**config.mk**
```make
export PLATFORM = sky130hd
export DESIGN_NAME = tomasulo_fetch_unit
export DESIGN_NICKNAME = d
export VERILOG_FILES = /design/src/rtl/tomasulo_fetch_unit.sv
export SDC_FILE = /design/constraint.sdc
export NUM_CORES = 1
export LEC_CHECK = 0
export ABC_AREA = 1
export CAP_MARGIN = 20
export CORE_MARGIN = 4
export CORE_UTILIZATION = 49
export DETAILED_ROUTE_END_ITERATION = 12
export GPL_TIMING_DRIVEN = 0
export HOLD_SLACK_MARGIN = 0.08
export PLACE_DENSITY = 0.75
export SYNTH_ARGS = -nofsm -noshare
export SYNTH_HDL_FRONTEND = slang
export SYNTH_SLANG_ARGS = --single-unit
```
**constraint.sdc**
```tcl
create_clock -name clk1 -period 2.4 [get_ports clk1]
set_clock_uncertainty 0.15 [all_clocks]
set_input_delay 0.48 -clock clk1 [delete_from_list [all_inputs] [get_ports clk1]]
set_output_delay 0.48 -clock clk1 [all_outputs]
set_load 0.005 [all_outputs]
```
**src/rtl/tomasulo_fetch_unit.sv**
```systemverilog
// Fetch stage for the tomasulo core: walks the PC from START_PC up to END_PC,
// reads a 1-cycle synchronous instruction memory and buffers {instr, pc} for issue.
module tomasulo_fetch_unit #(
  parameter int PC_W     = 4,
  parameter int INSTR_W  = 16,
  parameter int DEPTH    = 4,
  parameter int START_PC = 0,
  parameter int END_PC   = 6
) (
  input  logic                     clk1,
  input  logic                     rst_n,
  input  logic                     start,
  output logic                     imem_rd,
  output logic [PC_W-1:0]          imem_addr,
  input  logic [INSTR_W-1:0]       imem_data,
  output logic                     iss_valid,
  output logic [INSTR_W-1:0]       iss_instr,
  output logic [PC_W-1:0]          iss_pc,
  input  logic                     iss_ready,
  input  logic                     redir_valid,
  input  logic [PC_W-1:0]          redir_pc,
  output logic                     busy,
  output logic                     done,
  output logic [$clog2(DEPTH):0]   q_count
);

  localparam int AW = $clog2(DEPTH);
  localparam int CW = AW + 1;
  localparam int EW = INSTR_W + PC_W;
  localparam logic [PC_W-1:0] START_V = PC_W'(START_PC);
  localparam logic [PC_W-1:0] END_V   = PC_W'(END_PC);
  localparam logic [CW-1:0]   DEPTH_V = CW'(DEPTH);

  typedef enum logic [1:0] {S_IDLE, S_FETCH, S_DRAIN, S_DONE} state_t;

  state_t           r_state;
  state_t           w_state_next;
  logic [PC_W-1:0]  r_pc;
  logic [PC_W-1:0]  w_pc_next;
  logic [PC_W-1:0]  w_pc_inc;
  logic [PC_W-1:0]  r_tag;
  logic             r_inflight;
  logic [AW-1:0]    r_wr_ptr;
  logic [AW-1:0]    r_rd_ptr;
  logic [CW-1:0]    r_count;
  logic [EW-1:0]    r_mem [DEPTH];
  logic [EW-1:0]    w_head;

  logic w_active;
  logic w_flush;
  logic w_credit;
  logic w_rd;
  logic w_push;
  logic w_pop;

  assign w_active = (r_state == S_FETCH) || (r_state == S_DRAIN);
  assign w_flush  = redir_valid && w_active;
  // The in-flight read holds a slot, so a full queue can never be pushed.
  assign w_credit = (r_count + CW'(r_inflight)) < DEPTH_V;
  // No new read in a redirect cycle: its data would only be thrown away.
  assign w_rd     = (r_state == S_FETCH) && (r_pc != END_V) && w_credit && !redir_valid;
  assign w_pc_inc = r_pc + PC_W'(1);
  assign w_push   = r_inflight && !w_flush;
  assign w_pop    = iss_valid && iss_ready;

  always_comb begin
    w_state_next = r_state;
    w_pc_next    = r_pc;
    if (w_flush) begin
      w_pc_next    = redir_pc;
      w_state_next = (redir_pc == END_V) ? S_DRAIN : S_FETCH;
    end else begin
      unique case (r_state)
        S_IDLE, S_DONE: begin
          if (start) begin
            w_state_next = S_FETCH;
            w_pc_next    = START_V;
          end
        end
        S_FETCH: begin
          if (w_rd) w_pc_next = w_pc_inc;
          if ((w_rd && (w_pc_inc == END_V)) || (!w_rd && (r_pc == END_V)))
            w_state_next = S_DRAIN;
        end
        S_DRAIN: begin
          if ((r_count == '0) && !r_inflight) w_state_next = S_DONE;
        end
        default: w_state_next = S_IDLE;
      endcase
    end
  end

  always_ff @(posedge clk1 or negedge rst_n) begin
    if (!rst_n) begin
      r_state    <= S_IDLE;
      r_pc       <= START_V;
      r_inflight <= 1'b0;
      r_tag      <= '0;
      r_wr_ptr   <= '0;
      r_rd_ptr   <= '0;
      r_count    <= '0;
    end else begin
      r_state    <= w_state_next;
      r_pc       <= w_pc_next;
      r_inflight <= w_rd;
      if (w_rd) r_tag <= r_pc;
      if (w_flush) begin
        r_wr_ptr <= '0;
        r_rd_ptr <= '0;
        r_count  <= '0;
      end else begin
        if (w_push) r_wr_ptr <= r_wr_ptr + AW'(1);
        if (w_pop)  r_rd_ptr <= r_rd_ptr + AW'(1);
        case ({w_push, w_pop})
          2'b10:   r_count <= r_count + CW'(1);
          2'b01:   r_count <= r_count - CW'(1);
          default: r_count <= r_count;
        endcase
      end
    end
  end

  // Queue storage needs no reset; occupancy alone says which entries are live.
  always_ff @(posedge clk1) begin
    if (w_push) r_mem[r_wr_ptr] <= {imem_data, r_tag};
  end

  assign w_head    = r_mem[r_rd_ptr];
  assign iss_valid = (r_count != '0);
  assign iss_instr = iss_valid ? w_head[EW-1:PC_W] : '0;
  assign iss_pc    = iss_valid ? w_head[PC_W-1:0] : '0;
  assign imem_rd   = w_rd;
  assign imem_addr = w_rd ? r_pc : '0;
  assign busy      = w_active;
  assign done      = (r_state == S_DONE);
  assign q_count   = r_count;

endmodule

```
==> reports/metrics.yaml <==
place:
  gp_congestion: 0.868
  dp_hpwl_mm: 6.21
  io_buffers: 55
  place_area_um2: 5040
final_layout:
  final_layout_size_suffix_gt1_share_pct: 23.4
  nets: 524
  layout_commonest_cell: "nor2_1"
  antenna_cells: 0
  synthToLayoutAreaGrowth_pct: 32.1
  layout_common_cells: "nor2_1 (86), edfxtp_1 (80), o21ai_0 (45)"
  fin_area_um2: 5650
power_and_ir_drop:
  ir_drop_mv: 0.680
  p_per_area_nw_per_um2: 1170
  p_leak_nw: 2.20
drt:
  first_iter_violations: 158
  wl_mm: 9.85
  wl_per_cell_um: 16.5
  via_per_inst: 5.36
  drtAntennaViolNets: 0
  remaining_drc_errors: 0
  via_count: 3197
  dr.pass1.iters: 4
logic_synthesis:
  ys_ff_latch: 98
  ys_types: 28
  synth_area_leader_cell: "edfxtp_1"
  yosysTopAreaCellShare_pct: 56.2
  synth_nets: 427
  yosys-top-cells-area: "edfxtp_1 (56%), dfrtp_1 (11%), nor2_1 (8.5%), o21ai_0 (5.6%), ha_1 (3.2%)"
  synthCells: 390
  ys.warnings.count: 0
  netlist_area_um2: 4270
  syn_area_per_cell_um2: 11.0
  ys_seq_area_share_pct: 66.7
clocking:
  cts_inserted_buffers: 9
  htreeDepth: 3
  cts_tree: "built"
  cts_buffer_depth: 2
  root_buffer: "clkbuf_8"
  numClockSinks: 98
  clkSlewWorstSetupHoldPaths_ns: 0.09
  worstSkewPairLatency_ns: 0.35
floorplanning:
  num_io_pins: 56
  start_util_pct: 51.2
  chipHeight_um: 101
  die-area_um2: 10300
  core_um2: 8340
  fp.dieW_um: 101
  row_count: 33
critical_path:
  startpoint: "r_rd_ptr[0]$_DFFE_PN0P_"
  path_cells: "buf_6 > buf_4 > buf_8 > nor2_2 > nor2_1 > o21ai_1 > a21oi_2 > dlygate4sd2_1"
  worstSetupStartpointType: "flop"
  r2r-end: "q_count[2]$_DFFE_PN0P_"
  crit_path_end_kind: "output pin"
  r2r.worst_path.cells: 12
  crit_arrival_ns: 1.74
  max_stage_delay_ns: 0.38
  cp_max_fo: 10
  cp.required_ns: 1.77
  reg2reg_setup_slack_ns: 0.10
  rr_startpoint: "r_state[1]$_DFFE_PN0P_"
  crit_path_top_delay_cell: "dfrtp_1"
  critPathKind: "flop to output pin"
worst_hold_path:
  hold_path.class: "flop to flop"
  hold_path.startpoint: "r_tag[1]$_DFFE_PN0N_"
  whs_path_depth: 0
  min_to: "r_mem[3][1]$_DFFE_PP_"
sta:
  fmax_ghz: 0.421
  slew_viol_final: 0
  hold_viol: 0
  setup_tns_ns: 0
  tightest_slew_ns: 0.859
  final-setup-viol-count: 0
  period_share_pct: 98.9
  rsz0062_at_grt: "yes"
  period_needed_ns: 2.37
  slew_headroom_pct: 42.5
global_routing:
  grt_use_total_pct: 20.1
  first_global_vias: 3293
  antenna_found_initial: 0
  gr-total-overflow: 0
  grt_pass1_wl_mm: 15.9
  grt_max_degree: 19
flow_run:
  max_cap_viol_count: 0
outcome:
  outcome: "completed"
==> layer usage <==
metal | GRT usage [%] | vias up | wire (um)
met4 | 8.59 | 0 | 127
met2 | 35.0 | 101 | 5260
met3 | 3.17 | 14 | 557
met5 | 0 | - | 0
li1 | - | 1527 | -
met1 | 25.0 | 1555 | 3910
==> registers in the layout, indices dropped and copies added (netlist names) <==
name and cells:
r_tag 4, r_inflight 1, r_wr_ptr 2, r_mem 80, r_pc 4, r_rd_ptr 2
r_state 2, q_count 3
==> stage by stage <==
step | util [%] | std cells | total power [mW] | setup slack (ns) | hold WS, ns
2_1_floorplan | - | 390 | 3.82 | -0.216 | 0.0344
6_report | 67.7 | 597 | 6.59 | 0.0256 | 0.391
5_1_grt | 67.7 | 597 | 7.05 | -0.0694 | 0.418
3_5_place_dp | 60.4 | 554 | 5.06 | -0.426 | 0.366
3_3_place_gp | 59.4 | 550 | 4.93 | -1.19 | 0.346
4_1_cts | 67.1 | 590 | 6.47 | -0.0311 | 0.394
==> final cells by class <==
type,instances,area (um2)
plain buffers,16,194
clock buffers,10,128
clock inverters,6,88.8
multi-input cells,250,1350
well taps,105,131
repair buffers,86,792
fillers,589,2700
flip-flops and latches,98,2860
inverters,26,103
==> worst max-delay path, delay by kind of cell, from the launching register on <==
kind / cells / cell delay [ns]
DFF: 1 / 0.38
buffers and inverters: 4 / 0.68
AOI/OAI and AO/OA: 2 / 0.18
and+or+nand+nor: 2 / 0.14
==> cells in the mapped netlist (all sizes together) <==
cell and number:
a21oi 25, a22o 1, a22oi 2, a31oi 2, buf 6, clkbuf 10
dfrtp 18, edfxtp 80, fa 1, ha 11, inv 26, nand2 38
nand3 8, nand3b 1, nand4 2, nor2 102, nor3 1, o21ai 54
xnor2 2
==> where the power goes <==
group	total [mW]	internal [mW]	switching, mW	leakage [nW]
clock	1.13	0.589	0.542	0.105
combinational	3.19	1.45	1.74	1.14
sequential	2.27	2.12	0.150	0.955
==> kinds of logic (layout without fill, tap and decap cells) <==
kind of cell,count (synthesis),count (layout),synth area share [%]
adders and majority gates,12,12,3.69
xor gates and xnor gates,2,2,0.410
and+or+nand+nor,152,152,14.9
DFF,98,98,66.7
buffers and inverters,42,144,4.07
AOI/OAI and AO/OA,84,84,10.2
==> worst max-delay path by stage <==
stage                                         to  slack (ns)  depth (start not counted)
after floorplan            r_mem[0][0]$_DFFE_PP_       -0.22                          8
after global placement    r_mem[1][18]$_DFFE_PP_       -1.19                          6
after detailed placement            imem_addr[2]       -0.43                          8
after CTS                                   busy       -0.03                          4
after global routing               iss_instr[14]       -0.07                          8
final                                  iss_pc[3]        0.03                          8
==> repair_timing <==
action	4_1_cts	5_1_grt
setup endpoints to repair	93	80
setup buffers	20	7
pin swaps	10	10
gates resized for setup	96	34
hold buffers	0	0
No activity file was read; power rests on OpenSTA's default activity.
